[src/rtl/axis_bram_reader_pkg.sv]
// rtl/axis_bram_reader_pkg.sv - shared FSM encoding and buffer sizing for axis_bram_reader
package axis_bram_reader_pkg;

   typedef enum logic [1:0] {
      IDLE  = 2'd0,
      RUN   = 2'd1,
      DRAIN = 2'd2,
      DONE  = 2'd3
   } state_t;

   localparam int BUF_DEPTH = 2;
   localparam int CNT_W     = $clog2(BUF_DEPTH + 1);

endpackage

[src/rtl/axis_bram_reader_buf.sv]
// rtl/axis_bram_reader_buf.sv - 2-entry output buffer, simultaneous push/pop
// Stores a per-entry last flag only when AXIS_BRAM_READER_TLAST_EN is defined.
module axis_bram_reader_buf
   import axis_bram_reader_pkg::*;
#(
   parameter int WIDTH = 32
) (
   input  logic             clk,
   input  logic             rst_n,
   input  logic             push,
   input  logic [WIDTH-1:0] push_data,
`ifdef AXIS_BRAM_READER_TLAST_EN
   input  logic             push_last,
   output logic             last,
`endif
   input  logic             pop,
   output logic [WIDTH-1:0] data,
   output logic [CNT_W-1:0] count
);

   logic [WIDTH-1:0] mem [BUF_DEPTH];
   // One-bit pointers are sufficient because the buffer holds exactly two entries.
   logic             wr_ptr;
   logic             rd_ptr;
   logic             do_pop;

   assign do_pop = pop && (count != '0);
   assign data   = mem[rd_ptr];

   always_ff @(posedge clk or negedge rst_n) begin
      if (!rst_n) begin
         wr_ptr <= 1'b0;
         rd_ptr <= 1'b0;
         count  <= '0;
      end else begin
         if (push)
            wr_ptr <= ~wr_ptr;
         if (do_pop)
            rd_ptr <= ~rd_ptr;
         count <= count + CNT_W'(push) - CNT_W'(do_pop);
      end
   end

   always_ff @(posedge clk) begin
      if (push)
         mem[wr_ptr] <= push_data;
   end

`ifdef AXIS_BRAM_READER_TLAST_EN
   logic last_mem [BUF_DEPTH];

   always_ff @(posedge clk or negedge rst_n) begin
      if (!rst_n) begin
         last_mem[0] <= 1'b0;
         last_mem[1] <= 1'b0;
      end else if (push) begin
         last_mem[wr_ptr] <= push_last;
      end
   end

   assign last = last_mem[rd_ptr] && (count != '0);
`endif

endmodule

[src/rtl/axis_bram_reader.sv]
// rtl/axis_bram_reader.sv - streams N BRAM words per pass onto an AXI-Stream master
// Optional m_axis_tlast on the word from address N-1 via AXIS_BRAM_READER_TLAST_EN.
module axis_bram_reader
   import axis_bram_reader_pkg::*;
#(
   parameter int AXIS_TDATA_WIDTH = 32,
   parameter int BRAM_DATA_WIDTH  = 32,
   parameter int BRAM_ADDR_WIDTH  = 10,
   parameter int CONTINUOUS       = 1
) (
   input  logic                        aclk,
   input  logic                        aresetn,
   input  logic [BRAM_ADDR_WIDTH-1:0]  cfg_data,
   output logic [BRAM_ADDR_WIDTH-1:0]  sts_data,
   output logic [AXIS_TDATA_WIDTH-1:0] m_axis_tdata,
   output logic                        m_axis_tvalid,
   input  logic                        m_axis_tready,
`ifdef AXIS_BRAM_READER_TLAST_EN
   output logic                        m_axis_tlast,
`endif
   output logic                        b_bram_clk,
   output logic                        b_bram_rst,
   output logic                        b_bram_en,
   output logic [BRAM_ADDR_WIDTH-1:0]  b_bram_addr,
   input  logic [BRAM_DATA_WIDTH-1:0]  b_bram_rdata
);

   state_t                     state;
   logic [BRAM_ADDR_WIDTH-1:0] addr_reg;
   logic [BRAM_ADDR_WIDTH-1:0] len_reg;
   logic                       inflight;
   logic [CNT_W-1:0]           count;
   logic                       pop;
   logic                       issue;
   logic                       last_addr;

   assign pop       = m_axis_tvalid && m_axis_tready;
   assign last_addr = (addr_reg == len_reg - BRAM_ADDR_WIDTH'(1));
   // Occupancy is credited with this cycle's pop so a ready sink sees one beat per cycle.
   assign issue     = (state == RUN) &&
                      ((count + CNT_W'(inflight) - CNT_W'(pop)) < CNT_W'(BUF_DEPTH));

   always_ff @(posedge aclk or negedge aresetn) begin
      if (!aresetn) begin
         state    <= IDLE;
         addr_reg <= '0;
         len_reg  <= '0;
         inflight <= 1'b0;
      end else begin
         inflight <= issue;
         case (state)
            IDLE: begin
               if (cfg_data != '0) begin
                  len_reg <= cfg_data;
                  state   <= RUN;
               end
            end
            RUN: begin
               if (issue) begin
                  if (last_addr && (CONTINUOUS != 0)) begin
                     addr_reg <= '0;
                  end else begin
                     addr_reg <= addr_reg + BRAM_ADDR_WIDTH'(1);
                     if (last_addr)
                        state <= DRAIN;
                  end
               end
            end
            DRAIN: begin
               if ((count == '0) && !inflight)
                  state <= DONE;
            end
            DONE:    state <= DONE;
            default: state <= IDLE;
         endcase
      end
   end

`ifdef AXIS_BRAM_READER_TLAST_EN
   logic inflight_last;

   always_ff @(posedge aclk or negedge aresetn) begin
      if (!aresetn)
         inflight_last <= 1'b0;
      else
         inflight_last <= issue && last_addr;
   end
`endif

   axis_bram_reader_buf #(
      .WIDTH     (AXIS_TDATA_WIDTH)
   ) u_buf (
      .clk       (aclk),
      .rst_n     (aresetn),
      .push      (inflight),
      .push_data (b_bram_rdata),
`ifdef AXIS_BRAM_READER_TLAST_EN
      .push_last (inflight_last),
      .last      (m_axis_tlast),
`endif
      .pop       (m_axis_tready),
      .data      (m_axis_tdata),
      .count     (count)
   );

   assign m_axis_tvalid = (count != '0);
   assign sts_data      = addr_reg;
   assign b_bram_clk    = aclk;
   assign b_bram_rst    = ~aresetn;
   assign b_bram_en     = issue;
   assign b_bram_addr   = addr_reg;

endmodule

[config.mk]
export PLATFORM = sky130hd
export DESIGN_NAME = axis_bram_reader
export DESIGN_NICKNAME = d
export VERILOG_FILES = /design/src/rtl/axis_bram_reader_pkg.sv /design/src/rtl/axis_bram_reader_buf.sv /design/src/rtl/axis_bram_reader.sv
export SDC_FILE = /design/constraint.sdc
export NUM_CORES = 1
export LEC_CHECK = 0
export BUFFER_PORTS_ARGS = -buffer_cell sky130_fd_sc_hd__buf_2
export CAP_MARGIN = 5
export CORE_ASPECT_RATIO = 1.75
export CORE_MARGIN = 3
export CORE_UTILIZATION = 53
export DETAILED_ROUTE_END_ITERATION = 6
export PLACE_DENSITY = 0.8
export SETUP_SLACK_MARGIN = 0.1
export SYNTH_ARGS = -nofsm -noshare
export SYNTH_HDL_FRONTEND = slang
export SYNTH_SLANG_ARGS = --single-unit
[constraint.sdc]
create_clock -name aclk -period 2.9 [get_ports aclk]
set_input_delay 0.29 -clock aclk [delete_from_list [all_inputs] [get_ports aclk]]
set_output_delay 0.29 -clock aclk [all_outputs]
set_load 0.05 [all_outputs]
==> impl_metrics.csv, run 1 <==
group,metric,value,unit
outcome,status,"finished, final reports clean",
critical_path,critPathKind,"reg -> out",
grt,overflow,0,
synth,yosysTopAreaCellShare,48.9,%
timing,fin_crit,2710,ps
timing,hold_violations,0,
power,power_frac_seq,31.9,%
synth,async_flop_share,29.7,%
synth,synthTopCellsByArea,"edfxtp_1 49%, dfrtp_1 17%, mux2_2 11%, buf_4 2.5%, xor2_1 1.8%",
power,internal_power,3660,µW
critical_path,crit_fanout,3,
synth,synth_area,3930,µm²
power,leakagePower,0.00202,µW
drt,vias,2545,
synth,ys.flop_type,"edfxtp_1",
timing,rsz0062_at_grt,"no",
place,io_buffer_count,100,
drt,vias_per_cell,5.52,
critical_path,cp_slowest_cell,"dfrtp_1",
floorplanning,initial_core_util,55.7,%
grt,grt_pass1_vias,2614,
critical_path,ff2ff_setup_slack,240,ps
synth,ys.warnings.count,0,
power,clkPwrFrac,23.1,%
power,vdd_drop_max,875,µV
floorplanning,dieArea,8530,µm²
timing,fmax,369,MHz
clock_tree,cts_tree,"yes",
clock_tree,cts.clk_slew.worst_paths,60,ps
critical_path,worstPathCellList,"or2_4 > and2_4 > ha_4 > inv_2 > ha_4 > xnor2_2 > xnor2_2 > nor3b_2 > buf_6",
critical_path,crit_arrival,2420,ps
synth,ys_seq_area_share,66.1,%
synth,synth-edff-count,64,
final_layout,nFillCells,476,
grt,grt_max_degree,33,
timing,skew,4.73,ps
synth,avgSynthCellArea,14.7,µm²
run,max_cap_violations,0,
final_layout,largest_reg_flops,64,
drt,drtIter0Drc,191,
grt,grt_usage,20.4,%
power,power_switching,2660,µW
drt,wl,8.19,mm
synth,yosys.area.top_type,"edfxtp_1",
power,power,6320,µW
synth,syn_nets,317,
final_layout,antennaDiodeCount,0,
grt,antenna_found_initial,0,
floorplanning,core_area,7060,µm²
critical_path,worst_setup_path_start_kind,"register",
floorplanning,rows,40,
timing,relSlewSlack,40.1,%
final_layout,final_nets,421,
place,dp_hpwl,5.76,mm
timing,fin_tns_setup,0,ps
floorplanning,dieHeight,120,µm
grt,grt_pass1_wl,12.8,mm
timing,setup_viol,0,
place,gp_congestion,0.760,
min_path,hold_class,"in -> reg",
power,switching_share,42.1,%
timing,worstMarginPinSlew,896,ps
power,comb_power_share,45.0,%
drt,wire_per_inst,17.8,µm
clock_tree,clk_latency,440,ps
synth,ys_ff_latch,91,
final_layout,areaGrowthSynthToFinish,25.5,%
final_layout,drive_above_1_share,48.8,%
critical_path,critPathMaxStageDelay,390,ps
drt,drc,0,
power,p_per_area,1280,nW/µm²
drt,dr.pass1.iters,4,
timing,period_share,93.5,%
floorplanning,die_x,71.1,µm
place,dp_slack,131,ps
critical_path,critPathRequiredTime,2610,ps
timing,drv_slew,0,
critical_path,critPathCaptureType,"primary output",
synth,ys_types,38,
floorplanning,ios,101,
timing,worst_slack,189,ps
drt,final_antenna_net_count,0,
synth,synthCells,268,
-- through the flow --
stage | instance area [µm²] | std cells | utilization, % | hold slack (ps)
after floorplan | 3930 | 268 | - | -5.59
after global placement | 4450 | 436 | 63.0 | 385
after detailed placement | 4450 | 436 | 63.0 | 399
after CTS | 4880 | 459 | 69.1 | 25.1
after global routing | 4930 | 461 | 69.9 | 21.8
final | 4930 | 461 | 69.9 | 40.3
-- worst max-delay path: cells and delay by family (launching register included) --
| family | cells | cell delay, ps |
|---|---|---|
| buffers and inverters | 2 | 230 |
| adder cells (fa/ha/maj) | 2 | 410 |
| XOR/XNOR | 2 | 290 |
| AND/OR/NAND/NOR | 3 | 650 |
| flip-flops | 1 | 390 |
-- layer usage --
| layer | wire, µm | vias up | global-route usage (%) | part of all wire, % |
|---|---|---|---|---|
| li1 | - | 1190 | - | - |
| met4 | 193 | 0 | 12.4 | 2.4 |
| met2 | 4600 | 101 | 35.5 | 56 |
| met3 | 483 | 15 | 5.45 | 5.9 |
| met5 | 0 | - | 0 | 0 |
| met1 | 2920 | 1239 | 21.4 | 36 |
-- cells by family (layout without fill, tap and decap cells) --
logic type / Yosys count / in the layout / share of synthesized area [%]
buffers and inverters: 28 / 137 / 4.14
AO/OA/AOI/OAI: 19 / 19 / 3.02
AND/OR/NAND/NOR: 70 / 70 / 10.4
XOR/XNOR: 15 / 15 / 3.34
flip-flops: 91 / 91 / 66.1
adder cells (fa/ha/maj): 4 / 4 / 1.27
multiplexers: 41 / 41 / 11.7
-- power by group through the flow --
| stage | logic, µW | registers, µW | clock network (µW) |
|---|---|---|---|
| after floorplan | 2060 | 2050 | 74.3 |
| after global placement | 2590 | 2000 | 65.8 |
| after detailed placement | 2640 | 2030 | 65.8 |
| after CTS | 2770 | 2010 | 1480 |
| after global routing | 3020 | 2050 | 1550 |
| final | 2840 | 2010 | 1460 |
-- final cells by class --
class                      count  area (µm²)  share of cell area, %
sequential                    91        2600                   52.7
tap                           84         105                   2.13
clock inverter                 6        80.1                   1.62
inverter                       7        26.3                  0.533
clock buffer                  14         309                   6.27
timing repair buffer         110         587                   11.9
multi-input combinational    149        1230                   24.9
-- cells in the mapped netlist (6+ instances only) --
cell / n
xnor2_1: 7
inv_1: 7
nand3_1: 10
nand2_1: 7
nor2_1: 13
clkbuf_1: 6
buf_4: 13
nor3_1: 12
dfrtp_1: 27
o21ai_0: 11
xor2_1: 8
mux2_2: 40
edfxtp_1: 64
-- worst paths after layout --
check,from,endpoint,cells after the start
max in group asynchronous,aresetn,u_buf.wr_ptr,3
worst min register to register,state[1],state[1],0
worst min-delay path,b_bram_rdata[26],u_buf.mem[0][26],1
worst max-delay path,u_buf.count[1],b_bram_en,9
worst max register to register,u_buf.count[1],b_bram_addr[8],11
min in group asynchronous,aresetn,len_reg[7],3
-- placed cells by master (no fill, tap or decap), types with 2 or more instances in the layout --
cell and count:
inv_1 6, buf_2 99, bufinv_16 2, dfrtp_1 27, nor3_1 12, a21oi_1 2
xnor2_1 5, o21ai_0 11, nand2b_1 2, nand2_1 7, buf_4 10, edfxtp_1 64
ha_1 2, xor2_1 8, and3_2 4, clkinv_1 3, nor3b_1 2, mux2_2 40
nor4_1 3, or3_1 2, clkbuf_16 12, nand3_1 10, xnor2_2 2, ha_4 2
a31oi_1 2, nand3b_1 2, nor2_1 13
-- timing repair --
item | in CTS | in global routing
hold buffers | 1 | 0
setup endpoints to repair | 1 | 11
setup buffers | 3 | 2
pin swaps | 3 | 5
endpoints found under the hold margin | 27 | 0
cloned | 0 | 0
gates resized for setup | 4 | 6
No activity file was read; power rests on OpenSTA's default activity.
==> inputs of run 2 (changes only) <==
--- a/config.mk
+++ b/config.mk
@@ -10,9 +10,11 @@
 export CORE_ASPECT_RATIO = 1.75
 export CORE_MARGIN = 3
 export CORE_UTILIZATION = 53
+export CTS_CLUSTER_SIZE = 40
 export DETAILED_ROUTE_END_ITERATION = 6
 export PLACE_DENSITY = 0.8
 export SETUP_SLACK_MARGIN = 0.1
+export SLEW_MARGIN = 10
 export SYNTH_ARGS = -nofsm -noshare
 export SYNTH_HDL_FRONTEND = slang
 export SYNTH_SLANG_ARGS = --single-unit
==> constraint.sdc (replaced) <==
create_clock -name aclk -period 2.9 [get_ports aclk]
set_input_delay 0.29 -clock aclk [delete_from_list [all_inputs] [get_ports aclk]]
set_output_delay 0.29 -clock aclk [all_outputs]
set_load 0.02 [all_outputs]
==> run 2 against run 1 <==
Via count is 0.28% lower. Wire length fell by 3.6%. Setup slack worse by 48 ps. Highest routed layer unchanged.
==> impl_metrics.csv, run 2 (same netlist as run 1, synthesis figures left out) <==
group,metric,value,unit
timing,setup_viol,0,
outcome,status,"finished, final reports clean",
clock_tree,cts_tree,"yes",
drt,vias,2538,
run,max_cap_violations,0,
critical_path,critPathCaptureType,"primary output",
min_path,min_from,"b_bram_rdata[18]",
final_layout,final_cells,468,
final_layout,drive_above_1_share,49.7,%
timing,fin_tns_setup,0,ps
final_layout,areaGrowthSynthToFinish,27.1,%
final_layout,antennaDiodeCount,0,
drt,drtIter0Drc,149,
min_path,hold_class,"in -> reg",
place,io_buffer_count,100,
floorplanning,ios,101,
timing,worst_slack,141,ps
critical_path,critPathKind,"reg -> out",
min_path,worstHoldEndpoint,"u_buf.mem[0][18]",
floorplanning,die_x,71.1,µm
floorplanning,dieHeight,120,µm
final_layout,layout_commonest_cell,"buf_2",
timing,whs,40.6,ps
floorplanning,dieArea,8530,µm²
critical_path,rr_startpoint,"u_buf.count[0]",
critical_path,crit_fanout,3,
drt,wl,7.90,mm
grt,grt_max_degree,33,
critical_path,reg2regPathDepth,13,
drt,drc,0,
critical_path,critPathRequiredTime,2610,ps
final_layout,largest_reg_flops,64,
final_layout,final_cell_mix,"99 x buf_2, 64 x edfxtp_1, 40 x mux2_2",
grt,grt_pass1_vias,2597,
timing,drv_slew,0,
min_path,hold_depth,1,
place,place_inst,436,
timing,fmax,362,MHz
timing,skew,6.64,ps
clock_tree,clk_latency,440,ps
critical_path,timing.rr.end,"b_bram_addr[4]",
floorplanning,core_area,7060,µm²
place,gp_congestion,0.797,
timing,hold_violations,0,
power,leakagePower,0.00206,µW
final_layout,final_nets,428,
grt,overflow,0,
critical_path,crit_arrival,2470,ps
critical_path,ff2ff_setup_slack,290,ps
drt,final_antenna_net_count,0,
timing,worstMarginPinSlew,918,ps
power,p_per_area,1150,nW/µm²
timing,period_share,95.1,%
drt,wire_per_inst,16.9,µm
timing,relSlewSlack,38.7,%
floorplanning,initial_core_util,55.7,%
grt,grt_pass1_wl,12.5,mm
critical_path,worst_setup_path_start_kind,"register",
drt,dr.pass1.iters,4,
drt,vias_per_cell,5.42,
grt,antenna_found_initial,0,
clock_tree,cts.clk_slew.worst_paths,60,ps
power,vdd_drop_max,1070,µV
floorplanning,rows,40,
timing,rsz0062_at_grt,"yes",
grt,grt_usage,19.6,%
timing,fin_crit,2760,ps
place,dp_hpwl,5.52,mm
place,dp_slack,89.7,ps
[run 2: layout make-up]
class	instances	area, µm²
fill	492	2060
sequential	91	2600
timing repair buffer	117	681
tap	84	105
multi-input combinational	149	1240
clock buffer	14	309
inverter	7	26.3
clock inverter	6	32.5
[run 2: worst max path at each step]
| stage | start | end |
|---|---|---|
| after floorplan | u_buf.count[0] | b_bram_addr[2] |
| after global placement | u_buf.count[0] | b_bram_addr[9] |
| after global routing | u_buf.count[0] | b_bram_en |
| after detailed placement | u_buf.count[0] | b_bram_addr[4] |
| final | u_buf.count[0] | b_bram_en |
| after CTS | u_buf.count[1] | b_bram_en |
[run 2: stage by stage]
stage | cell area, µm² | total power [µW] | util (%)
2_1_floorplan | 3930 | 3420 | -
4_1_cts | 4940 | 5680 | 70.0
5_1_grt | 5000 | 6050 | 70.8
3_5_place_dp | 4460 | 4030 | 63.2
6_report | 5000 | 5740 | 70.8
3_3_place_gp | 4460 | 3960 | 63.2
[run 2: per-layer routing]
metal  global-route usage (%)  up-vias  routed length [µm]
li1                         -     1206                   -
met1                     20.8     1222                2800
met2                     35.5       99                4460
met3                     3.69       11                 478
met4                     10.9        0                 164
met5                        0        -                   0
[run 2: worst max-delay path, stage by stage (launching register included)]
cell and delay [ps]:
dfrtp_1 370, or2_4 250, and2_4 150, ha_4 250
inv_2 40, ha_4 170, xnor2_4 130, xnor2_2 160
nor3b_4 280, buf_12 140, buf_8 100
[run 2: timing repair]
item / CTS / global route
pin swaps: 6 / 4
endpoints found under the hold margin: 27 / 0
hold buffers: 1 / 0
endpoints found under the setup margin: 3 / 10
cloned: 1 / 0
gates resized for setup: 11 / 2
buffers inserted: 6 / 5
[run 2: power breakdown]
group | total (µW) | switching [µW] | internal, µW
Sequential | 2000 | 162 | 1840
Combinational | 2490 | 1290 | 1200
Clock | 1250 | 491 | 756
==> inputs of run 3 (changes only) <==
--- a/config.mk
+++ b/config.mk
@@ -5,6 +5,7 @@
 export SDC_FILE = /design/constraint.sdc
 export NUM_CORES = 1
 export LEC_CHECK = 0
+export ABC_AREA = 1
 export BUFFER_PORTS_ARGS = -buffer_cell sky130_fd_sc_hd__buf_2
 export CAP_MARGIN = 5
 export CORE_ASPECT_RATIO = 1.75
@@ -12,7 +13,7 @@
 export CORE_UTILIZATION = 53
 export CTS_CLUSTER_SIZE = 40
 export DETAILED_ROUTE_END_ITERATION = 6
-export PLACE_DENSITY = 0.8
+export PLACE_DENSITY = 0.79
 export SETUP_SLACK_MARGIN = 0.1
 export SLEW_MARGIN = 10
 export SYNTH_ARGS = -nofsm -noshare
==> run 3 against run 2 <==
Power is 1.9% lower. Clock-buffer cell count grew 2. Critical path type unchanged. Hold slack got worse by 4.8 ps. Global-route usage rose by 2.0 points. Sequential cell count stayed put.
==> impl_metrics.csv, run 3 <==
group,metric,value,unit
outcome,status,"finished, final reports clean",
power,power_frac_seq,36.4,%
critical_path,critPathCaptureType,"primary output",
run,max_cap_violations,0,
place,gp_congestion,0.917,
grt,grt_pass1_vias,2999,
floorplanning,rows,41,
critical_path,ff2ff_setup_slack,560,ps
final_layout,areaGrowthSynthToFinish,22.5,%
critical_path,timing.rr.end,"b_bram_addr[8]",
min_path,hold_depth,1,
synth,yosys.area.top_type,"edfxtp_1",
synth,synthCells,411,
synth,synthTopCellsByArea,"edfxtp_1 47%, dfrtp_1 17%, nand2_1 14%, inv_1 3.9%, nand3_1 2.2%",
synth,ys.flop_type,"edfxtp_1",
final_layout,final_cell_area,5010,µm²
final_layout,antennaDiodeCount,0,
drt,wl,8.85,mm
min_path,hold_class,"in -> reg",
synth,syn_nets,460,
floorplanning,dieArea,8850,µm²
timing,rsz0062_at_grt,"no",
place,io_buffer_count,100,
power,p_per_area,1120,nW/µm²
final_layout,final_cell_mix,"153 x nand2_1, 99 x buf_2, 64 x edfxtp_1",
final_layout,drive_above_1_share,28.1,%
drt,wire_per_inst,14.7,µm
final_layout,layout_commonest_cell,"nand2_1",
final_layout,final_cells,602,
grt,antenna_found_initial,0,
critical_path,rr_startpoint,"u_buf.count[0]",
critical_path,crit_arrival,2370,ps
power,switching_share,39.9,%
final_layout,nFillCells,539,
floorplanning,dieHeight,122,µm
synth,avgSynthCellArea,9.96,µm²
clock_tree,cts.clk_slew.worst_paths,60,ps
clock_tree,cts_tree,"yes",
floorplanning,core_area,7340,µm²
synth,synth_area,4090,µm²
place,place_inst,581,
critical_path,worst_setup_path_start_kind,"register",
critical_path,critPathRequiredTime,2610,ps
timing,relSlewSlack,40.3,%
synth,synth.most_common_cell,"nand2_1",
timing,whs,35.8,ps
place,placed_area,4610,µm²
timing,drv_slew,0,
power,leakagePower,0.00246,µW
final_layout,largest_reg_flops,64,
timing,hold_violations,0,
min_path,worstHoldEndpoint,"u_buf.mem[1][19]",
synth,ys_types,26,
timing,fin_crit,2660,ps
critical_path,reg2regPathDepth,15,
synth,ys_ff_latch,91,
floorplanning,initial_core_util,55.8,%
drt,drc,0,
timing,fin_tns_setup,0,ps
critical_path,crit_fanout,8,
critical_path,critPathKind,"reg -> out",
clock_tree,clk_latency,440,ps
power,power_switching,2250,µW
synth,async_flop_share,29.7,%
power,vdd_drop_max,803,µV
timing,setup_viol,0,
drt,drtIter0Drc,293,
synth,ys.warnings.count,0,
grt,overflow,0,
final_layout,final_nets,560,
floorplanning,die_x,72.4,µm
synth,synthTopCellsByCount,"153 x nand2_1, 64 x edfxtp_1, 42 x inv_1",
min_path,min_from,"b_bram_rdata[19]",
grt,grt_usage,21.6,%
synth,synth-edff-count,64,
grt,grt_max_degree,33,
place,dp_hpwl,6.47,mm
drt,dr.pass1.iters,5,
power,comb_power_share,39.5,%
timing,worstMarginPinSlew,893,ps
synth,yosysTopAreaCellShare,47.0,%
grt,grt_pass1_wl,13.9,mm
floorplanning,ios,101,
power,internal_power,3380,µW
timing,period_share,91.8,%
timing,fmax,375,MHz
timing,skew,5.75,ps
power,clkPwrFrac,24.1,%
synth,ys_seq_area_share,63.5,%
final_layout,fin_util,68.3,%
drt,vias,3048,
drt,final_antenna_net_count,0,
drt,vias_per_cell,5.06,
==> run 3: kinds of logic after synthesis <==
group                      Yosys count  synth area share [%]
DFF                                 91                  63.5
buffers and inverters               66                  7.25
and+or+nand+nor                    222                  23.4
AOI/OAI and AO/OA                   14                  1.71
adders and majority gates            4                  1.22
xor gates and xnor gates            14                  3.00
==> run 3: power groups by stage <==
stage	clock network, µW	registers (µW)	logic [µW]
final	1360	2050	2220
after global routing	1450	2090	2450
after CTS	1380	2050	2210
after detailed placement	32.2	2070	2180
after global placement	32.2	2050	2120
after floorplan	40.3	2080	1480
==> run 3: how the worst max path moves through the flow <==
stage	start	end	cells past startpoint
floorplan	u_buf.count[1]	b_bram_addr[2]	15
global placement	u_buf.count[1]	b_bram_en	13
detailed placement	u_buf.count[1]	b_bram_en	13
CTS	u_buf.count[1]	b_bram_en	13
global route	u_buf.count[0]	b_bram_en	13
finish	u_buf.count[0]	b_bram_en	13
==> run 3: cell type report <==
type	count	area, µm²	share of cell area [%]
multi-input combinational	254	1220	24.3
timing repair buffer	105	546	10.9
clock buffer	16	327	6.51
inverter	46	178	3.54
tap	86	108	2.15
clock inverter	4	42.5	0.849
sequential	91	2600	51.8
==> run 3: metrics by stage <==
stage                     total power (µW)  setup slack, ps
after floorplan                       3600              649
after global placement                4200              643
after detailed placement              4280              457
after CTS                             5640              138
after global routing                  5980             99.1
final                                 5630              237
==> run 3: critical path, cell delays in order (launching register included) <==
cell and delay, ps:
dfrtp_1 380, nor2_2 120, inv_1 60, nand2_1 80, inv_1 50, ha_1 260
inv_1 60, ha_2 190, xor2_1 170, nand2_1 90, nand2_2 110, nand2_4 100
inv_6 110, buf_4 140
==> run 3: per-layer routing <==
metal  global-route usage (%)  routed length [µm]
met5                        0                   0
met4                     15.0                 380
met1                     21.7                3070
met3                     5.33                 580
met2                     38.2                4820
==> run 3: repair_timing <==
item	4_1_cts	5_1_grt
endpoints found under the hold margin	27	0
hold buffers	1	0
setup endpoints to repair	1	1
buffers inserted	0	1
gates resized for setup	3	4
pin swaps	0	1
